--- src/rtl/run_ctl_if.sv ---
// Panel/sequencer-side signal bundle for the run/step controller.
// The slave modport is the controller; the master modport is the panel and sequencer side.
interface run_ctl_if #(
  parameter int CNT_W = 16
);
  logic             run;
  logic             step_cycle;
  logic             step_instr;
  logic             halt_req;
  logic [1:0]       sm;
  logic             sm_en;
  logic             running;
  logic             halted;
  logic [CNT_W-1:0] cycle_cnt;
  logic [CNT_W-1:0] instr_cnt;

  modport master (
    output run, step_cycle, step_instr, halt_req, sm,
    input  sm_en, running, halted, cycle_cnt, instr_cnt
  );

  modport slave (
    input  run, step_cycle, step_instr, halt_req, sm,
    output sm_en, running, halted, cycle_cnt, instr_cnt
  );
endinterface

--- src/rtl/run_ctl.sv ---
// Run/step controller: drives the sequencer enable for free-run, cycle step,
// instruction step and HALT, and counts issued cycles and completed instructions.
module run_ctl #(
  parameter int CNT_W = 16
) (
  input  logic     clk,
  input  logic     rst,
  run_ctl_if.slave bus
);

  typedef enum logic [2:0] {
    S_IDLE,
    S_RUN,
    S_STEP_C,
    S_STEP_I,
    S_HALT
  } state_t;

  localparam logic [1:0]       SM_EXEC = 2'b10;
  localparam logic [CNT_W-1:0] CNT_MAX = '1;
  localparam logic [CNT_W-1:0] CNT_ONE = {{(CNT_W-1){1'b0}}, 1'b1};

  state_t           state_q, state_d;
  logic             sm_en_q, sm_en_d;
  logic             running_q, running_d;
  logic             halted_q, halted_d;
  logic             step_hlt_q, step_hlt_d;
  logic [CNT_W-1:0] cycle_cnt_q, cycle_cnt_d;
  logic [CNT_W-1:0] instr_cnt_q, instr_cnt_d;

  // 11 is folded into EXEC so an illegal state always stops after one advance.
  logic stop_pt;
  assign stop_pt = bus.sm[1];

  // NOTE: every variable gets a default at the top of always_comb; a path that
  // leaves one unassigned would infer a latch.
  always_comb begin
    state_d    = state_q;
    sm_en_d    = 1'b0;
    step_hlt_d = 1'b0;

    unique case (state_q)
      S_IDLE: begin
        if (bus.run) begin
          state_d = S_RUN;
          sm_en_d = 1'b1;
        end else if (bus.step_instr) begin
          state_d = S_STEP_I;
          sm_en_d = 1'b1;
        end else if (bus.step_cycle) begin
          state_d    = S_STEP_C;
          sm_en_d    = 1'b1;
          // The sequencer has moved on by the next edge, so remember the HLT here.
          step_hlt_d = stop_pt && bus.halt_req;
        end
      end
      S_RUN: begin
        sm_en_d = 1'b1;
        if (stop_pt) begin
          if (bus.halt_req)  state_d = S_HALT;
          else if (!bus.run) state_d = S_IDLE;
        end
      end
      S_STEP_I: begin
        sm_en_d = 1'b1;
        if (stop_pt) state_d = bus.halt_req ? S_HALT : S_IDLE;
      end
      S_STEP_C: state_d = step_hlt_q ? S_HALT : S_IDLE;
      S_HALT:   state_d = S_HALT;
      default:  state_d = S_IDLE;
    endcase

    // running covers every advance issued in a run or instruction-step burst,
    // including the final one, but never overlaps halted.
    running_d = ((state_q == S_RUN) || (state_q == S_STEP_I) ||
                 (state_d == S_RUN) || (state_d == S_STEP_I)) &&
                (state_d != S_HALT);
    halted_d  = (state_d == S_HALT);

    cycle_cnt_d = cycle_cnt_q;
    instr_cnt_d = instr_cnt_q;
    if (sm_en_d && (cycle_cnt_q != CNT_MAX))
      cycle_cnt_d = cycle_cnt_q + CNT_ONE;
    if (sm_en_d && (bus.sm == SM_EXEC) && (instr_cnt_q != CNT_MAX))
      instr_cnt_d = instr_cnt_q + CNT_ONE;
  end

  // NOTE: sequential state uses non-blocking assignments so every register
  // samples the pre-edge values, independent of statement order.
  always_ff @(posedge clk) begin
    if (rst) begin
      state_q     <= S_IDLE;
      sm_en_q     <= 1'b0;
      running_q   <= 1'b0;
      halted_q    <= 1'b0;
      step_hlt_q  <= 1'b0;
      cycle_cnt_q <= '0;
      instr_cnt_q <= '0;
    end else begin
      state_q     <= state_d;
      sm_en_q     <= sm_en_d;
      running_q   <= running_d;
      halted_q    <= halted_d;
      step_hlt_q  <= step_hlt_d;
      cycle_cnt_q <= cycle_cnt_d;
      instr_cnt_q <= instr_cnt_d;
    end
  end

  assign bus.sm_en     = sm_en_q;
  assign bus.running   = running_q;
  assign bus.halted    = halted_q;
  assign bus.cycle_cnt = cycle_cnt_q;
  assign bus.instr_cnt = instr_cnt_q;

endmodule

--- src/flat_wrapper.sv ---
// flat-port wrapper written by rule: the top's interface ports become plain ports
module run_ctl_flat 
#(
  parameter int CNT_W = 16
)
  (clk, rst, bus_run, bus_step_cycle, bus_step_instr, bus_halt_req, bus_sm, bus_sm_en, bus_running, bus_halted, bus_cycle_cnt, bus_instr_cnt);
  run_ctl_if #(.CNT_W(CNT_W)) bus_i ();
  input  logic clk;
  input  logic rst;
  input wire logic [$bits(bus_i.run)-1:0] bus_run;
  input wire logic [$bits(bus_i.step_cycle)-1:0] bus_step_cycle;
  input wire logic [$bits(bus_i.step_instr)-1:0] bus_step_instr;
  input wire logic [$bits(bus_i.halt_req)-1:0] bus_halt_req;
  input wire logic [$bits(bus_i.sm)-1:0] bus_sm;
  output wire logic [$bits(bus_i.sm_en)-1:0] bus_sm_en;
  output wire logic [$bits(bus_i.running)-1:0] bus_running;
  output wire logic [$bits(bus_i.halted)-1:0] bus_halted;
  output wire logic [$bits(bus_i.cycle_cnt)-1:0] bus_cycle_cnt;
  output wire logic [$bits(bus_i.instr_cnt)-1:0] bus_instr_cnt;
  assign bus_i.run = bus_run;
  assign bus_i.step_cycle = bus_step_cycle;
  assign bus_i.step_instr = bus_step_instr;
  assign bus_i.halt_req = bus_halt_req;
  assign bus_i.sm = bus_sm;
  assign bus_sm_en = bus_i.sm_en;
  assign bus_running = bus_i.running;
  assign bus_halted = bus_i.halted;
  assign bus_cycle_cnt = bus_i.cycle_cnt;
  assign bus_instr_cnt = bus_i.instr_cnt;
  run_ctl #(.CNT_W(CNT_W)) u_core (.clk(clk), .rst(rst), .bus(bus_i));
endmodule
--- config.mk ---
export PLATFORM = sky130hd
export DESIGN_NAME = run_ctl_flat
export DESIGN_NICKNAME = d
export VERILOG_FILES = /design/src/rtl/run_ctl_if.sv /design/src/rtl/run_ctl.sv /design/src/flat_wrapper.sv
export SDC_FILE = /design/constraint.sdc
export NUM_CORES = 1
export LEC_CHECK = 0
export ABC_CLOCK_PERIOD_IN_PS = 2600
export BUFFER_PORTS_ARGS = -buffer_cell sky130_fd_sc_hd__buf_2
export CAP_MARGIN = 25
export CORE_UTILIZATION = 58
export DETAILED_ROUTE_END_ITERATION = 8
export PLACE_DENSITY = 0.89
export SLEW_MARGIN = 20
export SYNTH_ARGS = -nofsm -noshare
export SYNTH_HDL_FRONTEND = slang
export SYNTH_SLANG_ARGS = --single-unit
--- constraint.sdc ---
create_clock -name clk -period 2.6 [get_ports clk]
set_input_delay 0.39 -clock clk [delete_from_list [all_inputs] [get_ports clk]]
set_output_delay 0.39 -clock clk [all_outputs]
set_load 0.005 [all_outputs]
==> Flow_metrics.wiki, run 1 <==
{| class="wikitable"
! Metric !! Value
|-
| Result of the run || completed
|-
| Number of global-route vias before repair || 1,601
|-
| Area delta synth->final || 16.1%
|-
| Ports || 43
|-
| Clock latency on the worst-skew pair || 0.35 ns
|-
| Fraction of the mapped netlist area in adder cells || 0.0125
|-
| Routability congestion estimate from global placement || between 0.8 and 0.9
|-
| Horizontal die dimension || 60.6 um
|-
| Relative contribution of combinational cells to total power || 0.112
|-
| Count of routing violations after the opening detailed-route iteration || 125
|-
| Iteration count of the initial detailed-routing pass || 4
|-
| Leakage dissipation || around 0.94 nW
|-
| Internal power summed over all cells || ~990 uW
|-
| Part of the power in registers || 0.507
|-
| Post-route design area || ~2300 um^2
|-
| Post-route fraction of the period consumed by the critical path || 0.731
|-
| Via total after detailed routing || 1,807
|-
| Portion of the post-synthesis area used by sequential elements || 0.391
|-
| Setup violators final || 0
|-
| Number of synthesized flops with an enable pin || 0
|-
| Starting Density || 0.633
|-
| Async set-reset flop share out of synthesis || 0
|-
| Top post-synthesis cells by count || sky130_fd_sc_hd__nor2_1 (40), sky130_fd_sc_hd__dfxtp_1 (39), sky130_fd_sc_hd__xor2_1 (15)
|-
| Count of unique library cells instantiated by Yosys || 50
|-
| Largest family of logic cells by synthesized area || simple AND/OR/NAND/NOR gates
|-
| Wire length of the first global-routing pass || between 6000 and 7000 um
|-
| Leading cell type by number of instances after synthesis || sky130_fd_sc_hd__nor2_1
|-
| Area inside the core boundary || about 3200 um^2
|-
| Worst Hold Class || in2reg
|-
| Post-layout power || ~1.3 mW
|-
| Rel. slew slack || 0.527
|-
| Initial antenna violation count || 0
|-
| Detail Route Antenna Nets || 0
|-
| Switching share of total power || 0.239
|-
| # DRC || 0
|-
| Basic-gate share of the synthesized area counting and, or, nand and nor cells || 0.333
|-
| Routed len/inst || between 10 and 15 um
|-
| Clock-pin transition on the worst setup and hold timing paths || between 0.1 and 0.15 ns
|-
| Setup Buffers After CTS || 0
|-
| Power per unit of standard cell area || 561 nW/um^2
|-
| Arrival time at the worst endpoint || 2.12 ns
|-
| Total of fill cells in the finished design || approximately 260
|-
| Maximum number of pins on one net before global-route repair || 40
|-
| Total inserted antenna cells || 0
|-
| Maxcap violations || 0
|-
| Tmin final || ~1.9 ns
|-
| Top cell type's share of synthesized area || 0.391
|-
| Final net count || 280
|-
| Complex-gate fraction of the synthesized area || 0.0991
|-
| Post-synthesis cell count || 230
|-
| Max-slew violation total from the final report || 0
|-
| CTS root buffer || sky130_fd_sc_hd__clkbuf_4
|-
| IO buf count || 42
|-
| Number of instances resized during post-cts repair || 0
|-
| RSZ-0062 raised after global routing || no
|-
| Xor and xnor area share after synthesis || 0.114
|-
| Final wirelength || ~4000 um
|-
| Mapped Nets || 240
|-
| Relative contribution of the clock network to total power || 0.381
|-
| Number of hold violations in the final report || 0
|-
| Count of hold buffers inserted by post-cts repair || 0
|-
| Power spent charging and discharging nets || between 300 and 400 uW
|-
| Max clock buf depth || 2
|-
| Mean number of vias per cell || 5.74
|-
| Final worst clock skew || roughly 0.0097 ns
|-
| Estimated wirelength of the detail-placed design || 2900 um
|-
| Mapped cell area || about 2000 um^2
|-
| Aggregate global routing overflow || 0
|-
| Multiplexer share of the synthesized area || 0.0157
|-
| Worst Path Max Fanout || 10
|-
| Clock tree sinks || 39
|-
| Ratio of cells with drive above 1 in the final layout || 0.229
|-
| Number of core rows || 20
|-
| Aggregate negative setup slack || 0 ns
|-
| Global-route total usage across every layer || 0.248
|-
| Seq cells post-synth || 39
|-
| Post-route worst hold slack || around 0.35 ns
|-
| Highest clock rate || 0.526 GHz
|-
| Critical path type || reg2reg
|-
| Synthesis Warnings || 0
|-
| Dominant register cell in the synthesized netlist || sky130_fd_sc_hd__dfxtp_1
|-
| CTS H-Tree Depth || 2
|-
| Die ar. || ~3700 um^2
|-
| CTS tree || done
|-
| Worst EP required || about 2.8 ns
|-
| Sort of element at the start of the critical path || flop
|-
| Die height || roughly 60 um
|-
| CP Capture Type || flop
|-
| Maximum vdd ir drop || between 0.3 and 0.4 mV
|-
| Least-Margin Pin Slew || 0.702 ns
|-
| Area leader, netlist || sky130_fd_sc_hd__dfxtp_1
|-
| Synth area leaders || sky130_fd_sc_hd__dfxtp_1 (39%), sky130_fd_sc_hd__nor2_1 (7.5%), sky130_fd_sc_hd__xor2_1 (6.6%)
|-
| Placed instance area || 2210 um^2
|-
| TritonCTS Buffers || 5
|-
| Average footprint of a synthesized cell || about 8.7 um^2
|}
final cells by class:
cell class | count | area (um^2) | area share
clock buffer | 6 | 41.3 | 0.0178
clock inverter | 2 | 60.1 | 0.0259
inverter | 6 | 22.5 | 0.00972
multi-input combinational | 176 | 1150 | 0.495
sequential | 39 | 781 | 0.337
tap | 44 | 55.1 | 0.0238
timing repair buffer | 42 | 210 | 0.0908
power groups by stage:
stage	clock, mW	sequential [mW]	combinational, mW
6_report	0.495	0.659	0.145
3_3_place_gp	0	0.670	0.140
2_1_floorplan	0	0.661	0.111
5_1_grt	0.527	0.665	0.164
3_5_place_dp	0	0.672	0.143
4_1_cts	0.508	0.659	0.145
worst paths after layout:
path,start,end,slack (ns),cells past startpoint
worst max-delay path,u_core.bus.instr_cnt[0],u_core.bus.instr_cnt[1],0.70,6
worst min-delay path,bus_step_cycle,u_core.step_hlt_q,0.35,2
worst max register to register,u_core.bus.instr_cnt[0],u_core.bus.instr_cnt[1],0.70,6
worst min register to register,u_core.bus.cycle_cnt[11],u_core.bus.cycle_cnt[11],0.56,2
sequential cells by signal (all words and copies together), names as in the netlist:
| name | cells |
|---|---|
| u_core.bus.cycle_cnt | 16 |
| u_core.bus.halted | 1 |
| u_core.bus.instr_cnt | 16 |
| u_core.bus.running | 1 |
| u_core.bus.sm_en | 1 |
| u_core.state_q | 3 |
| u_core.step_hlt_q | 1 |
layer usage:
layer	vias to the layer above	wire, um	GRT usage	part of all wire
li1	904	-	-	-
met1	833	1820	0.295	0.44
met2	63	1980	0.430	0.48
met3	7	243	0.0640	0.059
met4	0	60	0.0909	0.015
met5	-	0	0	0
cell families after synthesis:
| kind of cell | Yosys count |
|---|---|
| xor gates and xnor gates | 26 |
| muxes | 3 |
| buffers and inverters | 15 |
| and+or+nand+nor | 119 |
| DFF | 39 |
| adders and majority gates | 2 |
| AOI/OAI and AO/OA | 26 |
worst max-delay path, stage by stage, from the launching register on:
cell and delay, ns:
sky130_fd_sc_hd__dfxtp_1 0.47, sky130_fd_sc_hd__ha_1 0.27, sky130_fd_sc_hd__nand2_1 0.09, sky130_fd_sc_hd__nor3_2 0.49
sky130_fd_sc_hd__a21oi_1 0.23, sky130_fd_sc_hd__mux2i_1 0.18, sky130_fd_sc_hd__nor2_1 0.05
layout by cell type (no fill, tap or decap), types with 2 or more instances in the layout:
| cell | n |
|---|---|
| sky130_fd_sc_hd__a211oi_1 | 3 |
| sky130_fd_sc_hd__a21oi_1 | 6 |
| sky130_fd_sc_hd__and2_1 | 2 |
| sky130_fd_sc_hd__and3_1 | 8 |
| sky130_fd_sc_hd__and4_1 | 6 |
| sky130_fd_sc_hd__buf_2 | 42 |
| sky130_fd_sc_hd__bufinv_16 | 2 |
| sky130_fd_sc_hd__clkbuf_4 | 5 |
| sky130_fd_sc_hd__dfxtp_1 | 39 |
| sky130_fd_sc_hd__ha_1 | 2 |
| sky130_fd_sc_hd__inv_1 | 6 |
| sky130_fd_sc_hd__mux2i_1 | 2 |
| sky130_fd_sc_hd__nand2_1 | 9 |
| sky130_fd_sc_hd__nand3_1 | 12 |
| sky130_fd_sc_hd__nand4_1 | 9 |
| sky130_fd_sc_hd__nand4b_1 | 2 |
| sky130_fd_sc_hd__nor2_1 | 40 |
| sky130_fd_sc_hd__nor2b_1 | 3 |
| sky130_fd_sc_hd__nor3_1 | 10 |
| sky130_fd_sc_hd__nor3_2 | 3 |
| sky130_fd_sc_hd__nor4_1 | 4 |
| sky130_fd_sc_hd__o211ai_1 | 3 |
| sky130_fd_sc_hd__o21ai_0 | 2 |
| sky130_fd_sc_hd__xnor2_1 | 11 |
| sky130_fd_sc_hd__xor2_1 | 15 |
metrics by stage:
stage / setup slack [ns] / util / instances
after floorplan: 0.842 / - / 230
after global placement: 0.793 / 0.702 / 307
after detailed placement: 0.735 / 0.702 / 307
after CTS: 0.713 / 0.735 / 315
after global routing: 0.516 / 0.735 / 315
final: 0.700 / 0.735 / 315
No activity file was read; power rests on OpenSTA's default activity.
==> inputs of run 2 (changes only) <==
--- a/config.mk
+++ b/config.mk
@@ -5,12 +5,12 @@
 export SDC_FILE = /design/constraint.sdc
 export NUM_CORES = 1
 export LEC_CHECK = 0
-export ABC_CLOCK_PERIOD_IN_PS = 2600
+export ABC_CLOCK_PERIOD_IN_PS = 1900
 export BUFFER_PORTS_ARGS = -buffer_cell sky130_fd_sc_hd__buf_2
 export CAP_MARGIN = 25
-export CORE_UTILIZATION = 58
+export CORE_UTILIZATION = 54
 export DETAILED_ROUTE_END_ITERATION = 8
-export PLACE_DENSITY = 0.89
+export PLACE_DENSITY = 0.84
 export SLEW_MARGIN = 20
 export SYNTH_ARGS = -nofsm -noshare
 export SYNTH_HDL_FRONTEND = slang
==> constraint.sdc (replaced) <==
create_clock -name clk -period 1.9 [get_ports clk]
set_input_delay 0.285 -clock clk [delete_from_list [all_inputs] [get_ports clk]]
set_output_delay 0.285 -clock clk [all_outputs]
set_load 0.005 [all_outputs]
==> run 2 against run 1 <==
  * Power increased by 49%
  * Sequential cell count is the same
  * Critical path depth shrank 1
  * Non-clock buffer count rose by 7
  * Critical path type unchanged
  * Critical endpoint is now u_core.bus.cycle_cnt[7]
==> Flow_metrics.wiki, run 2 (synthesis results as in run 1) <==
{| class="wikitable"
! Metric !! Value
|-
| Maximum vdd ir drop || approximately 0.89 mV
|-
| Post-layout power || ~1.9 mW
|-
| Leakage dissipation || 0.991 nW
|-
| Register-to-register setup slack || about 0.12 ns
|-
| Maximum number of pins on one net before global-route repair || 27
|-
| Most frequent standard cell in the layout excluding fill and tap cells || sky130_fd_sc_hd__buf_2
|-
| Starting Density || 0.579
|-
| Area delta synth->final || 21.1%
|-
| RSZ-0062 raised after global routing || no
|-
| Maxcap violations || 0
|-
| Relative contribution of the clock network to total power || 0.424
|-
| Ports || 43
|-
| Ratio of cells with drive above 1 in the final layout || 0.252
|-
| Number of hold violations in the final report || 0
|-
| Wire length of the first global-routing pass || approximately 7100 um
|-
| Final wirelength || approximately 4200 um
|-
| Final net count || about 290
|-
| CTS tree || done
|-
| Met2 wire len || 1910 um
|-
| Clock tree sinks || 39
|-
| Post-route fraction of the period consumed by the critical path || 0.938
|-
| Wire length on met3 || ~220 um
|-
| Most frequent cells in the layout || sky130_fd_sc_hd__buf_2 (42), sky130_fd_sc_hd__nor2_1 (40), sky130_fd_sc_hd__dfxtp_1 (39)
|-
| Cell count after placement || ~320
|-
| Rel. slew slack || 0.542
|-
| Routability congestion estimate from global placement || 0.867
|-
| Area inside the core boundary || 3440 um^2
|-
| Worst reg2reg path startpoint || u_core.state_q[0]
|-
| TritonCTS Buffers || 5
|-
| Setup violators final || 0
|-
| Number of global-route vias before repair || between 1,500 and 2,000
|-
| Die height || 62.8 um
|-
| Initial antenna violation count || 0
|-
| IO buf count || 42
|-
| Number of core rows || 21
|-
| Highest clock rate || between 0.5 and 0.6 GHz
|-
| Mean number of vias per cell || between 5 and 6
|-
| Tmin final || about 1.8 ns
|-
| CTS root buffer || sky130_fd_sc_hd__clkbuf_8
|-
| Register-to-Register Path Depth || 5
|-
| Iteration count of the initial detailed-routing pass || 4
|-
| Worst R2R End || u_core.bus.cycle_cnt[7]
|-
| # DRC || 0
|-
| Clock-pin transition on the worst setup and hold timing paths || around 0.080 ns
|-
| Aggregate global routing overflow || 0
|-
| Global-route total usage across every layer || 0.226
|-
| Post-route worst setup slack || around 0.12 ns
|-
| Post-placement worst setup slack || approximately 0.043 ns
|-
| CP Launch Point || u_core.state_q[0]
|-
| Worst Hold Class || in2reg
|-
| Number of standard cells in the final layout excluding fillers || 324
|-
| Sort of element at the start of the critical path || flop
|-
| Max clock buf depth || 2
|-
| Total inserted antenna cells || 0
|-
| Relative contribution of combinational cells to total power || 0.112
|-
| Least-Margin Pin Slew || between 0.6 and 0.7 ns
|-
| Routed len/inst || 12.9 um
|-
| Part of the power in registers || 0.464
|-
| Power per unit of standard cell area || about 800 nW/um^2
|-
| End point of the critical path || u_core.bus.cycle_cnt[7]
|-
| Internal power summed over all cells || ~1.5 mW
|-
| Worst Path Max Fanout || 11
|-
| Result of the run || completed
|-
| CTS H-Tree Depth || 2
|-
| Aggregate negative setup slack || 0 ns
|-
| Estimated wirelength of the detail-placed design || just under 3000 um
|-
| CP Capture Type || flop
|-
| Switching share of total power || 0.236
|-
| Arrival time at the worst endpoint || just under 2 ns
|-
| Count of routing violations after the opening detailed-route iteration || 141
|-
| Clock latency on the worst-skew pair || 0.30 ns
|-
| Die ar. || roughly 4000 um^2
|-
| Critical path type || reg2reg
|-
| Horizontal die dimension || approximately 63 um
|-
| Power spent charging and discharging nets || ~460 uW
|-
| Detail Route Antenna Nets || 0
|-
| Max Used Layer || met4
|-
| Final worst clock skew || 0.00649 ns
|-
| Worst EP required || around 2.1 ns
|-
| Via total after detailed routing || between 1,500 and 2,000
|-
| Routed length on met1 || approximately 2000 um
|-
| Max-slew violation total from the final report || 0
|}
run 2: cell count changes in the layout (fill, tap and decap cells not counted), sizes merged:
cell	change
buf	+7
run 2: worst max-delay path: stages (launching register included):
cell	delay [ns]
sky130_fd_sc_hd__dfxtp_1	0.50
sky130_fd_sc_hd__nor2b_1	0.16
sky130_fd_sc_hd__nor3_4	0.34
sky130_fd_sc_hd__o211ai_2	0.16
sky130_fd_sc_hd__nor2_1	0.15
sky130_fd_sc_hd__mux2_2	0.34
run 2: timing repair:
action | in CTS | in global routing
endpoints found under the hold margin | 0 | 0
setup buffers | 0 | 0
setup endpoints to repair | 0 | 5
hold buffers | 0 | 0
resized for setup | 0 | 2
run 2: worst min path at each step:
stage | start | to | depth (start not counted)
after CTS | bus_step_cycle | u_core.step_hlt_q | 2
final | bus_step_cycle | u_core.step_hlt_q | 2
after detailed placement | u_core.bus.cycle_cnt[11] | u_core.bus.cycle_cnt[11] | 2
after global placement | u_core.bus.cycle_cnt[11] | u_core.bus.cycle_cnt[11] | 2
after global routing | bus_step_cycle | u_core.step_hlt_q | 2
after floorplan | rst | u_core.bus.running | 3
run 2: metrics by stage:
step,util,hold slack [ns],area [um^2]
6_report,0.702,0.284,2410
5_1_grt,0.702,0.276,2410
4_1_cts,0.698,0.281,2400
3_5_place_dp,0.659,0.518,2270
3_3_place_gp,0.659,0.515,2270
2_1_floorplan,-,0.455,1990
run 2: routing by layer:
metal / global-route usage / vias to the layer above
met5: 0 / -
met1: 0.284 / 836
met4: 0.0727 / 0
met2: 0.361 / 51
met3: 0.0748 / 6
li1: - / 917
run 2: area by class of cell:
type,instances,area (um^2)
multi-input cells,176,1160
fillers,265,1030
flip-flops and latches,39,781
repair buffers,49,263
clock buffers,6,72.6
clock inverters,2,60.1
well taps,46,57.6
inverters,6,22.5
run 2: power by group through the flow:
stage / registers (mW) / logic (mW) / clock network (mW)
3_5_place_dp: 0.913 / 0.212 / 0
4_1_cts: 0.895 / 0.214 / 0.828
5_1_grt: 0.903 / 0.246 / 0.871
2_1_floorplan: 0.904 / 0.153 / 0
3_3_place_gp: 0.912 / 0.208 / 0
6_report: 0.898 / 0.216 / 0.819
